`src/rtl/alu_arb_pkg.sv`:
```
// Shared types and constants for the ALU arbiter slice.
package alu_arb_pkg;

    // ALU opcode map (codes 9..15 are outside the defined set)
    typedef enum logic [3:0] {
        AND    = 4'd0,
        OR     = 4'd1,
        NOT    = 4'd2,
        ADD    = 4'd3,
        SUB    = 4'd4,
        INC    = 4'd5,
        SHL    = 4'd6,
        SHR    = 4'd7,
        POPCNT = 4'd8
    } alu_op_t;

    localparam logic [3:0] ALU_OP_MAX = 4'd8;

    // Arbiter FSM states
    typedef enum logic [1:0] {
        IDLE  = 2'd0,
        ISSUE = 2'd1,
        WAIT  = 2'd2,
        RESP  = 2'd3
    } arb_state_t;

    // True when the opcode belongs to the defined ALU operation set
    function automatic logic op_is_legal(input logic [3:0] op);
        return (op <= ALU_OP_MAX);
    endfunction

endpackage

```
`src/rtl/rr_arbiter.sv`:
```
// Combinational round-robin priority search: first requester at or above
// ptr, wrapping at NUM_REQ-1 back to 0.
module rr_arbiter #(
    parameter  int NUM_REQ = 4,
    localparam int IDX_W   = $clog2(NUM_REQ)
) (
    input  logic [NUM_REQ-1:0] req,
    input  logic [IDX_W-1:0]   ptr,
    output logic [NUM_REQ-1:0] gnt,
    output logic [IDX_W-1:0]   gnt_idx,
    output logic               any
);

    logic [IDX_W-1:0] cand_s;

    // Walk candidates from ptr upward with wrap; the first active one wins
    always_comb begin
        gnt     = '0;
        gnt_idx = '0;
        any     = 1'b0;
        cand_s  = '0;
        for (int i = 0; i < NUM_REQ; i++) begin
            cand_s = IDX_W'((int'(ptr) + i) % NUM_REQ);
            if (!any && req[cand_s]) begin
                any          = 1'b1;
                gnt[cand_s]  = 1'b1;
                gnt_idx      = cand_s;
            end else begin
                any     = any;
                gnt_idx = gnt_idx;
            end
        end
    end

endmodule

```
`src/rtl/alu_arbiter.sv`:
```
// Shares one ALU between NUM_REQ requesters, one operation in flight.
// Optional macro ALU_ARB_ILLEGAL_OP_EN: opcodes 9..15 bypass the ALU and
// return resp_z=0 with resp_err=1; without it every opcode is issued and
// resp_err stays 0.
module alu_arbiter
    import alu_arb_pkg::*;
#(
    parameter  int NUM_REQ = 4,
    localparam int IDX_W   = $clog2(NUM_REQ)
) (
    input  logic                     clk,
    input  logic                     rst,
    input  logic [NUM_REQ-1:0]       req_valid,
    output logic [NUM_REQ-1:0]       req_ready,
    input  logic [NUM_REQ-1:0][63:0] req_a,
    input  logic [NUM_REQ-1:0][63:0] req_b,
    input  logic [NUM_REQ-1:0][3:0]  req_op,
    output logic [NUM_REQ-1:0]       resp_valid,
    input  logic [NUM_REQ-1:0]       resp_ready,
    output logic [63:0]              resp_z,
    output logic                     resp_err,
    output logic                     alu_valid_i,
    output logic [63:0]              alu_a,
    output logic [63:0]              alu_b,
    output logic [3:0]               alu_op,
    input  logic [63:0]              alu_z,
    input  logic                     alu_valid_o
);

    arb_state_t         state_q, state_d;
    logic [IDX_W-1:0]   rr_ptr_q, rr_ptr_d;
    logic [IDX_W-1:0]   idx_q, idx_d;
    logic               alu_valid_q, alu_valid_d;
    logic [63:0]        alu_a_q, alu_a_d;
    logic [63:0]        alu_b_q, alu_b_d;
    logic [3:0]         alu_op_q, alu_op_d;
    logic [NUM_REQ-1:0] resp_valid_q, resp_valid_d;
    logic [63:0]        resp_z_q, resp_z_d;
    logic               resp_err_q, resp_err_d;

    logic [NUM_REQ-1:0] gnt_s;
    logic [IDX_W-1:0]   gnt_idx_s;
    logic               any_s;
    logic               illegal_s;

    rr_arbiter #(.NUM_REQ(NUM_REQ)) u_rr (
        .req     (req_valid),
        .ptr     (rr_ptr_q),
        .gnt     (gnt_s),
        .gnt_idx (gnt_idx_s),
        .any     (any_s)
    );

`ifdef ALU_ARB_ILLEGAL_OP_EN
    assign illegal_s = !op_is_legal(req_op[gnt_idx_s]);
`else
    assign illegal_s = 1'b0;
`endif

    // Next-state and handshake decode for the IDLE/ISSUE/WAIT/RESP sequence
    always_comb begin
        state_d      = state_q;
        rr_ptr_d     = rr_ptr_q;
        idx_d        = idx_q;
        alu_valid_d  = alu_valid_q;
        alu_a_d      = alu_a_q;
        alu_b_d      = alu_b_q;
        alu_op_d     = alu_op_q;
        resp_valid_d = resp_valid_q;
        resp_z_d     = resp_z_q;
        resp_err_d   = resp_err_q;
        req_ready    = '0;
        case (state_q)
            IDLE: begin
                // Grant is only offered while out of reset
                req_ready = rst ? gnt_s : '0;
                if (any_s) begin
                    idx_d = gnt_idx_s;
                    if (illegal_s) begin
                        state_d      = RESP;
                        resp_valid_d = gnt_s;
                        resp_z_d     = 64'd0;
                        resp_err_d   = 1'b1;
                    end else begin
                        state_d     = ISSUE;
                        alu_valid_d = 1'b1;
                        alu_a_d     = req_a[gnt_idx_s];
                        alu_b_d     = req_b[gnt_idx_s];
                        alu_op_d    = req_op[gnt_idx_s];
                    end
                end else begin
                    state_d = IDLE;
                end
            end
            ISSUE, WAIT: begin
                if (alu_valid_o) begin
                    state_d             = RESP;
                    alu_valid_d         = 1'b0;
                    resp_valid_d        = '0;
                    resp_valid_d[idx_q] = 1'b1;
                    resp_z_d            = alu_z;
                    resp_err_d          = 1'b0;
                end else begin
                    state_d = WAIT;
                end
            end
            RESP: begin
                // Only the owning requester's ready bit can retire the result
                if (resp_ready[idx_q]) begin
                    state_d      = IDLE;
                    resp_valid_d = '0;
                    rr_ptr_d     = (idx_q == IDX_W'(NUM_REQ - 1)) ? '0 : idx_q + IDX_W'(1);
                end else begin
                    state_d = RESP;
                end
            end
            default: begin
                state_d      = IDLE;
                alu_valid_d  = 1'b0;
                resp_valid_d = '0;
            end
        endcase
    end

    // State and output registers; reset drops any in-flight operation
    always_ff @(posedge clk or negedge rst) begin
        if (!rst) begin
            state_q      <= IDLE;
            rr_ptr_q     <= '0;
            idx_q        <= '0;
            alu_valid_q  <= 1'b0;
            alu_a_q      <= 64'd0;
            alu_b_q      <= 64'd0;
            alu_op_q     <= 4'd0;
            resp_valid_q <= '0;
            resp_z_q     <= 64'd0;
            resp_err_q   <= 1'b0;
        end else begin
            state_q      <= state_d;
            rr_ptr_q     <= rr_ptr_d;
            idx_q        <= idx_d;
            alu_valid_q  <= alu_valid_d;
            alu_a_q      <= alu_a_d;
            alu_b_q      <= alu_b_d;
            alu_op_q     <= alu_op_d;
            resp_valid_q <= resp_valid_d;
            resp_z_q     <= resp_z_d;
            resp_err_q   <= resp_err_d;
        end
    end

    assign alu_valid_i = alu_valid_q;
    assign alu_a       = alu_a_q;
    assign alu_b       = alu_b_q;
    assign alu_op      = alu_op_q;
    assign resp_valid  = resp_valid_q;
    assign resp_z      = resp_z_q;
    assign resp_err    = resp_err_q;

endmodule

```
`config.mk`:
```
export PLATFORM = sky130hd
export DESIGN_NAME = alu_arbiter
export DESIGN_NICKNAME = d
export VERILOG_FILES = /design/src/rtl/alu_arb_pkg.sv /design/src/rtl/rr_arbiter.sv /design/src/rtl/alu_arbiter.sv
export SDC_FILE = /design/constraint.sdc
export NUM_CORES = 1
export LEC_CHECK = 0
export ABC_AREA = 1
export BUFFER_PORTS_ARGS = -buffer_cell sky130_fd_sc_hd__buf_4
export CORE_AREA = 3 3 312 314
export CTS_CLUSTER_SIZE = 12
export DETAILED_ROUTE_END_ITERATION = 8
export DIE_AREA = 0 0 315 317
export PLACE_DENSITY_LB_ADDON = 0.1
export REMOVE_ABC_BUFFERS = 1
export SLEW_MARGIN = 15
export SYNTH_ARGS = -nofsm -noshare
export SYNTH_HDL_FRONTEND = slang
export SYNTH_SLANG_ARGS = --single-unit
```
`constraint.sdc`:
```
create_clock -name clk -period 5.35 [get_ports clk]
set_clock_uncertainty 0.1 [all_clocks]
set_input_delay 0.2675 -clock clk [delete_from_list [all_inputs] [get_ports clk]]
set_output_delay 0.2675 -clock clk [all_outputs]
set_load 0.05 [all_outputs]
```
==> results of run 1 <==
-- layout by cell type (no fill, tap or decap), types with 2 or more instances in the layout --
cell,synthesis,final
dfrtp_1,207,207
nand4_1,2,2
or2_0,23,23
buf_4,12,818
inv_1,351,350
nand3_1,419,419
or2_2,9,9
buf_12,0,4
clkinv_2,0,8
inv_6,0,3
nand2_4,2,2
nand3_2,3,2
inv_2,4,4
dlygate4sd3_1,0,320
a21oi_1,3,3
nor3_1,2,2
diode_2,0,7
clkbuf_1,29,4
or2_1,87,87
bufinv_16,0,2
nor2_4,2,2
o2111ai_1,4,4
clkbuf_16,0,34
o21ai_0,10,10
ha_1,13,13
nand2_2,3,4
clkinvlp_4,0,2
nor2_1,9,9
clkbuf_8,0,5
nand2_1,919,917
-- what timing repair did --
item,CTS,global route
resized for setup,0,0
endpoints found under the hold margin,218,0
buffers inserted,0,0
hold buffers,320,0
-- registers in the layout, summed over array words and instances, names as in the netlist --
name	count
resp_valid	4
alu_valid_i	1
idx_q	2
state_q	2
alu_a	64
resp_z	64
alu_b	64
rr_ptr_q	2
alu_op	4
-- path summary, 6_finish.rpt --
check / from / to / slack [ps] / cells after the start
max reg2reg: rr_ptr_q[0] / alu_b[22] / 520 / 15
min: req_a[24] / alu_a[24] / 40 / 5
min reg2reg: resp_z[4] / resp_z[4] / 380 / 2
max in group asynchronous: rst / alu_a[52] / 3820 / 3
max: rr_ptr_q[0] / alu_b[22] / 520 / 15
min in group asynchronous: rst / alu_a[41] / 200 / 2
-- final cells by class --
type / instances / area [um^2] / area share [%]
flip-flops and latches: 207 / 5180 / 20.3
well taps: 1265 / 1580 / 6.21
clock inverters: 16 / 161 / 0.634
inverters: 356 / 1340 / 5.26
diodes: 7 / 17.5 / 0.0688
multi-input cells: 1517 / 6800 / 26.7
repair buffers: 1144 / 9450 / 37.1
clock buffers: 43 / 935 / 3.67
-- per-layer routing --
layer  global-route usage, %  up-vias  wire length [um]
met5                       0        -                 0
met4                    4.95        0              2440
met3                    3.60      103              4970
met2                    28.1      520             41700
met1                    16.5     8521             29800
li1                        -     8766                 -
-- power groups by stage --
stage | Combinational (mW) | Sequential, mW | Clock (mW)
after floorplan | 5.29 | 5.40 | 0
after CTS | 15.1 | 2.92 | 2.35
after global routing | 16.4 | 3.01 | 2.40
final | 14.9 | 2.91 | 2.22
after global placement | 13.3 | 2.92 | 0
after detailed placement | 13.4 | 2.92 | 0
-- logic make-up (layout without fill, tap and decap cells) --
group	after synthesis	after routing	share of synthesized area, %
compound gates	20	20	0.880
fa+ha+maj	13	13	1.17
buf+inv	487	1559	14.2
flops	207	207	37.2
other cells	1	8	0.0269
simple gates	1483	1483	46.5
-- through the flow --
step	total power [mW]	hold slack (ps)	setup slack, ps	util [%]	cell area [um^2]
floorplan	10.7	-128	-2560	-	13300
CTS	20.4	0.850	612	26.8	25400
finish	20.0	39.5	521	26.8	25500
global route	21.8	25.0	293	26.8	25500
global placement	16.3	176	1640	22.3	21100
detailed placement	16.3	173	1580	22.3	21100
-- worst max-delay path: cells and delay by family (launching register included) --
kind	cells	cell delay (ps)
fa+ha+maj	1	430
flops	1	640
buf+inv	6	2240
simple gates	8	1000
==> flow_metrics.py, run 1 <==
metrics = {
    "global_routing": {
        "grt_pass1_vias": 18800,
        "grt_overflow_total": 0,
        "grt_pass1_wl_mm": 114,
        "grt_usage_pct": 15.0,
        "antenna_found_initial": 7,
        "grt_start_max_net_pins": 197,
    },
    "layout": {
        "final_nets": 3876,
        "stdcell_count": 4555,
        "area_growth_pct": 82.7,
        "drive_gt1_share_pct": 27.7,
        "fillCellCount": 10800,
    },
    "timing": {
        "setup_violations": 0,
        "tns_ps": 0,
        "tightest_slew_ps": 1130,
        "clock.fmax_mhz": 207,
        "relSlewSlack_pct": 24.6,
        "finalCritPeriodShare_pct": 90.3,
        "slew_viol_final": 0,
        "layout_min_cycle_time_ps": 4830,
        "hold_violations": 0,
        "rsz0062_at_grt": "no",
    },
    "synthesis": {
        "yosys-top-cells-area": "dfrtp_1, nand2_1, nand3_1, inv_1, or2_1",
        "netlist_instances": 2211,
        "synth_area_um2": 13900,
        "yosysMostFrequentCell": "nand2_1",
        "yosys_warnings": 0,
        "ys_ff_latch": 207,
        "async_reset_ff_share_pct": 100,
        "synthFlopType": "dfrtp_1",
        "yosysUniqueCellTypes": 32,
        "synth.largest_area_cell": "dfrtp_1",
        "synth_commonest_cells": "nand2_1, nand3_1, inv_1",
        "avgSynthCellArea_um2": 6.30,
        "synth-edff-count": 0,
        "synth_top_area_share_pct": 37.2,
        "ys_seq_area_share_pct": 37.2,
    },
    "die": {
        "ios": 809,
        "rows": 113,
        "initial_core_util_pct": 14.7,
        "die_w_um": 315,
        "die_area_um2": 99900,
        "core-area_um2": 94900,
        "chipHeight_um": 317,
    },
    "clock_tree": {
        "htree_num_levels": 2,
        "cts.sinks": 207,
        "cts_root_buf": "clkbuf_16",
        "clockBufferDepth": 3,
        "cts_tree": "yes",
        "insertion_delay_ps": 520,
        "clk_pin_slew_ps": 60,
        "numCtsBuffers": 34,
    },
    "run_status": {
        "outcome": "completed",
    },
    "critical_path": {
        "max_stage_delay_ps": 640,
        "cp_common_cell": "nand3_1",
        "crit_fanout": 81,
        "cp-end-kind": "flip-flop",
        "crit_type": "reg -> reg",
        "required_ps": 5660,
        "crit_chain": "inv_2, ha_1, inv_1, nand3_1, nand2_1, nand4_1, nand3_1, nand2_2, buf_4, nor2_4, buf_12, nand3_1, dlygate4sd3_1, nand3_1, dlygate4sd3_1",
        "crit_slowest_cell": "dfrtp_1",
        "cp-start-kind": "flip-flop",
        "worstPathArrival_ps": 5140,
    },
    "power": {
        "p_sw_mw": 11.0,
        "p_leak_nw": 13.9,
        "powerDensity_nw_per_um2": 786,
        "p_int_mw": 9.03,
        "power_frac_seq_pct": 14.5,
        "switching_share_pct": 54.9,
        "ir_worst_vdd_uv": 808,
        "clockPowerShare_pct": 11.1,
        "pwr-share-comb_pct": 74.4,
    },
    "drt": {
        "wl_per_cell_um": 17.3,
        "drt_wl_total_mm": 78.9,
        "dr_total_vias": 17900,
        "drc": 0,
        "drt_iter0_markers": 639,
        "drt-pass1-iter-count": 5,
        "viasPerCell": 3.93,
        "detail-route-antenna-nets": 0,
    },
    "place": {
        "place_inst": 4169,
        "hpwl_mm": 58.1,
        "gp_congestion": 0.859,
        "portBuffers": 807,
    },
    "hold_path": {
        "min_path_type": "in -> reg",
    },
    "run": {
        "cap_viol_max_count": 0,
    },
}
(Power assumes the default switching activity.)
==> run 2, diff against run 1 <==
--- a/config.mk
+++ b/config.mk
@@ -8,3 +8,3 @@
 export ABC_AREA = 1
-export BUFFER_PORTS_ARGS = -buffer_cell sky130_fd_sc_hd__buf_4
+export CAP_MARGIN = 20
 export CORE_AREA = 3 3 312 314
@@ -13,2 +13,3 @@
 export DIE_AREA = 0 0 315 317
+export DONT_BUFFER_PORTS = 1
 export PLACE_DENSITY_LB_ADDON = 0.1
==> constraint.sdc (replaced) <==
create_clock -name clk -period 5.35 [get_ports clk]
set_clock_uncertainty 0.1 [all_clocks]
set_input_delay 0.8025 -clock clk [delete_from_list [all_inputs] [get_ports clk]]
set_output_delay 0.8025 -clock clk [all_outputs]
set_load 0.05 [all_outputs]
==> flow_metrics.py, run 2 (synthesized netlist as in run 1, its figures left out) <==
metrics = {
    "layout": {
        "stdcell_count": 3433,
        "drive_gt1_share_pct": 4.95,
        "area_growth_pct": 16.6,
        "regArea_um2": 5180,
        "final_cell_mix": "nand2_1, nand3_1, inv_1",
        "multi_input_area_um2": 6800,
        "final_common_cell": "nand2_1",
        "fillCellCount": 11000,
        "final_nets": 2755,
        "final_util_pct": 17.1,
    },
    "clock_tree": {
        "postCtsSetupBuffers": 0,
        "clk_pin_slew_ps": 50,
        "cts_tree": "yes",
        "numCtsBuffers": 31,
        "insertion_delay_ps": 590,
        "htree_num_levels": 1,
        "cts_resized": 0,
        "clockBufferDepth": 3,
        "cts_root_buf": "clkbuf_16",
        "cts.sinks": 207,
    },
    "drt": {
        "drt_iter0_markers": 628,
        "detail-route-antenna-nets": 0,
        "drc": 0,
        "drt_wl_total_mm": 65.8,
        "wl_per_cell_um": 19.2,
        "viasPerCell": 3.95,
        "dr_total_vias": 13600,
        "drt-pass1-iter-count": 5,
    },
    "timing": {
        "tightest_slew_ps": 1070,
        "relSlewSlack_pct": 29.0,
        "finalCritPeriodShare_pct": 79.3,
        "slew_viol_final": 0,
        "clock.fmax_mhz": 236,
        "layout_min_cycle_time_ps": 4240,
        "whs_ps": -193,
        "tns_ps": 0,
        "hold_violations": 207,
        "rsz0062_at_grt": "no",
        "setup_violations": 0,
    },
    "run_status": {
        "violations": "negative hold slack",
        "outcome": "finished, violations left",
    },
    "run": {
        "cap_viol_max_count": 0,
    },
    "die": {
        "chipHeight_um": 317,
        "ios": 809,
        "die_w_um": 315,
        "core-area_um2": 94900,
        "die_area_um2": 99900,
        "initial_core_util_pct": 14.7,
        "rows": 113,
    },
    "critical_path": {
        "max_stage_delay_ps": 680,
        "worstPathArrival_ps": 3340,
        "crit_chain": "inv_2, ha_1, inv_1, nand3_1, nand2_2, nor3_1, nand2_1, o2111ai_1, nand2_1, inv_1",
        "required_ps": 4450,
        "cp-start-kind": "flip-flop",
        "crit_type": "reg -> out",
        "cp-end-kind": "output pin",
        "crit_slowest_cell": "dfrtp_1",
        "crit_fanout": 15,
    },
    "global_routing": {
        "grt_pass1_wl_mm": 92.0,
        "grt_usage_pct": 12.2,
        "grt_pass1_vias": 13600,
        "antenna_found_initial": 9,
        "grt_overflow_total": 0,
        "grt_start_max_net_pins": 209,
    },
    "hold_path": {
        "min_path_type": "in -> async",
    },
    "place": {
        "portBuffers": 0,
        "place_inst": 3371,
        "hpwl_mm": 49.3,
        "gp_congestion": 0.813,
    },
}
==> run 2: final timing paths <==
kind / start / endpoint / slack, ps / cells past startpoint
hold / removal: rst / rr_ptr_q[1] / -190 / 0
setup reg to reg: rr_ptr_q[0] / alu_b[42] / 1540 / 13
max in group asynchronous: rst / alu_a[19] / 4890 / 0
min in group clk: alu_z[30] / resp_z[30] / 220 / 2
setup / recovery: rr_ptr_q[0] / req_ready[3] / 1110 / 10
hold reg to reg: idx_q[0] / rr_ptr_q[0] / 600 / 3
==> run 2: area by class of cell <==
cell class,instances,share of cell area [%]
antenna,5,0.0770
clock buffer,45,5.65
clock inverter,12,1.01
inverter,356,8.25
multi-input combinational,1517,41.9
sequential,207,31.9
tap,1265,9.74
timing repair buffer,26,1.51
==> run 2: routing by layer <==
| metal | wire [um] | vias up | GRT usage (%) | part of all wire (%) |
|---|---|---|---|---|
| met5 | 7 | - | 0 | 0.011 |
| met4 | 1670 | 2 | 3.03 | 2.5 |
| met3 | 4710 | 68 | 3.28 | 7.2 |
| met2 | 34200 | 498 | 22.5 | 52 |
| met1 | 25100 | 6455 | 13.9 | 38 |
| li1 | - | 6527 | - | - |
==> run 2: stage by stage <==
| step | area [um^2] | setup WS (ps) |
|---|---|---|
| floorplan | 13300 | -2560 |
| global placement | 15100 | 1700 |
| detailed placement | 15100 | 1630 |
| CTS | 16200 | 1040 |
| global route | 16200 | 795 |
| finish | 16200 | 1110 |
==> run 2: critical path, delay by kind of cell, from the launching register on <==
family                     cells  cell delay [ps]
AOI/OAI and AO/OA              1              130
buffers and inverters          3              670
DFF                            1              680
and+or+nand+nor                5              840
adders and majority gates      1              430
Power of run 2 is not shown: default switching activity piles up to over one toggle a cycle in this logic, so the estimate is an artifact.
==> run 3, diff against run 2 <==
clock period = 4 ns   (was 5.35 ns; I/O delays follow)
==> flow_metrics.py, run 3 (synthesized netlist as in run 1, its figures left out) <==
metrics = {
    "timing": {
        "whs_ps": -415,
        "finalCritPeriodShare_pct": 92.6,
        "rsz0062_at_grt": "no",
        "tns_ps": 0,
        "tightest_slew_ps": 884,
        "layout_min_cycle_time_ps": 3700,
        "clock.fmax_mhz": 270,
        "slew_viol_final": 0,
        "relSlewSlack_pct": 41.1,
        "hold_violations": 207,
        "fin_ws_ps": 295,
        "setup_violations": 0,
    },
    "place": {
        "gp_congestion": 0.829,
        "dp_slack_ps": 358,
        "hpwl_mm": 50.1,
        "portBuffers": 0,
    },
    "run_status": {
        "violations": "negative hold slack",
        "outcome": "finished, violations left",
    },
    "die": {
        "die_area_um2": 99900,
        "die_w_um": 315,
        "chipHeight_um": 317,
        "initial_core_util_pct": 14.7,
        "ios": 809,
        "rows": 113,
        "core-area_um2": 94900,
    },
    "clock_tree": {
        "numCtsBuffers": 30,
        "cts_tree": "yes",
        "clockBufferDepth": 3,
        "clk_pin_slew_ps": 60,
        "cts_root_buf": "clkbuf_16",
        "cts.sinks": 207,
        "insertion_delay_ps": 610,
        "postCtsSetupBuffers": 0,
        "postCtsHoldBufs": 62,
        "htree_num_levels": 1,
    },
    "run": {
        "cap_viol_max_count": 0,
    },
    "global_routing": {
        "grt_pass1_vias": 14000,
        "grt_overflow_total": 0,
        "grt_pass1_wl_mm": 94.1,
        "antenna_found_initial": 7,
        "grt_start_max_net_pins": 209,
        "grt_usage_pct": 12.4,
    },
    "drt": {
        "top_layer_used": "met5",
        "wl_per_cell_um": 19.2,
        "drc": 0,
        "drt_wl_total_mm": 67.1,
        "wl_met3_mm": 4.68,
        "dr_wl_met2_mm": 35.0,
        "drt_iter0_markers": 771,
        "viasPerCell": 3.96,
        "drt-pass1-iter-count": 5,
        "met1_length_mm": 25.3,
        "dr_total_vias": 13900,
        "detail-route-antenna-nets": 0,
    },
    "layout": {
        "area_growth_pct": 21.9,
        "final_util_pct": 17.9,
        "final_common_cell": "nand2_1",
        "drive_gt1_share_pct": 5.24,
        "final_nets": 2824,
        "final_cell_mix": "nand2_1, nand3_1, inv_1",
    },
    "critical_path": {
        "crit_fanout": 15,
        "worstPathArrival_ps": 3000,
        "cp-start-kind": "flip-flop",
        "cp-end-kind": "output pin",
        "crit_type": "reg -> out",
        "required_ps": 3300,
    },
    "hold_path": {
        "min_path_type": "in -> async",
    },
}
==> run 3: critical path, stage by stage, from the launching register on <==
cell and delay [ps]:
dfrtp_2 520, inv_2 180, ha_1 380, inv_1 110
nand3_1 80, nand2_1 120, nand4_1 240, o2111ai_1 320
nand2_1 80, inv_1 350
==> run 3: area by class of cell <==
class	instances	area (um^2)
well taps	1265	1580
repair buffers	96	1030
clock buffers	37	807
flip-flops and latches	207	5180
clock inverters	19	243
multi-input cells	1517	6810
diodes	3	7.51
fillers	11000	77900
inverters	356	1340
==> run 3: what timing repair did <==
action	in CTS	in global routing
pin swaps	0	0
resized for setup	1	1
hold endpoints to repair	269	207
gates cloned	0	0
endpoints found under the setup margin	4	4
==> run 3: metal layers <==
layer	global-route usage [%]	vias to the layer above
met5	0	-
met4	3.66	6
met3	3.31	96
met2	22.8	529
met1	14.0	6558
li1	-	6661
==> run 3: per-stage QoR <==
| stage | instance area (um^2) | cells |
|---|---|---|
| floorplan | 13300 | 2080 |
| global placement | 15300 | 3377 |
| detailed placement | 15300 | 3379 |
| CTS | 17000 | 3497 |
| global route | 17000 | 3499 |
| finish | 17000 | 3500 |
==> run 3: final timing paths <==
check / start / to / slack, ps / cells after the start
max: rr_ptr_q[0] / req_ready[2] / 300 / 9
min: rst / resp_valid[2] / -410 / 0
max reg2reg: rr_ptr_q[1] / alu_b[30] / 640 / 13
min reg2reg: idx_q[1] / idx_q[1] / 580 / 2
max in group asynchronous: rst / alu_a[22] / 3660 / 0
min in group clk: alu_z[13] / resp_z[13] / 80 / 2
Power of run 3 is left out for the same reason.
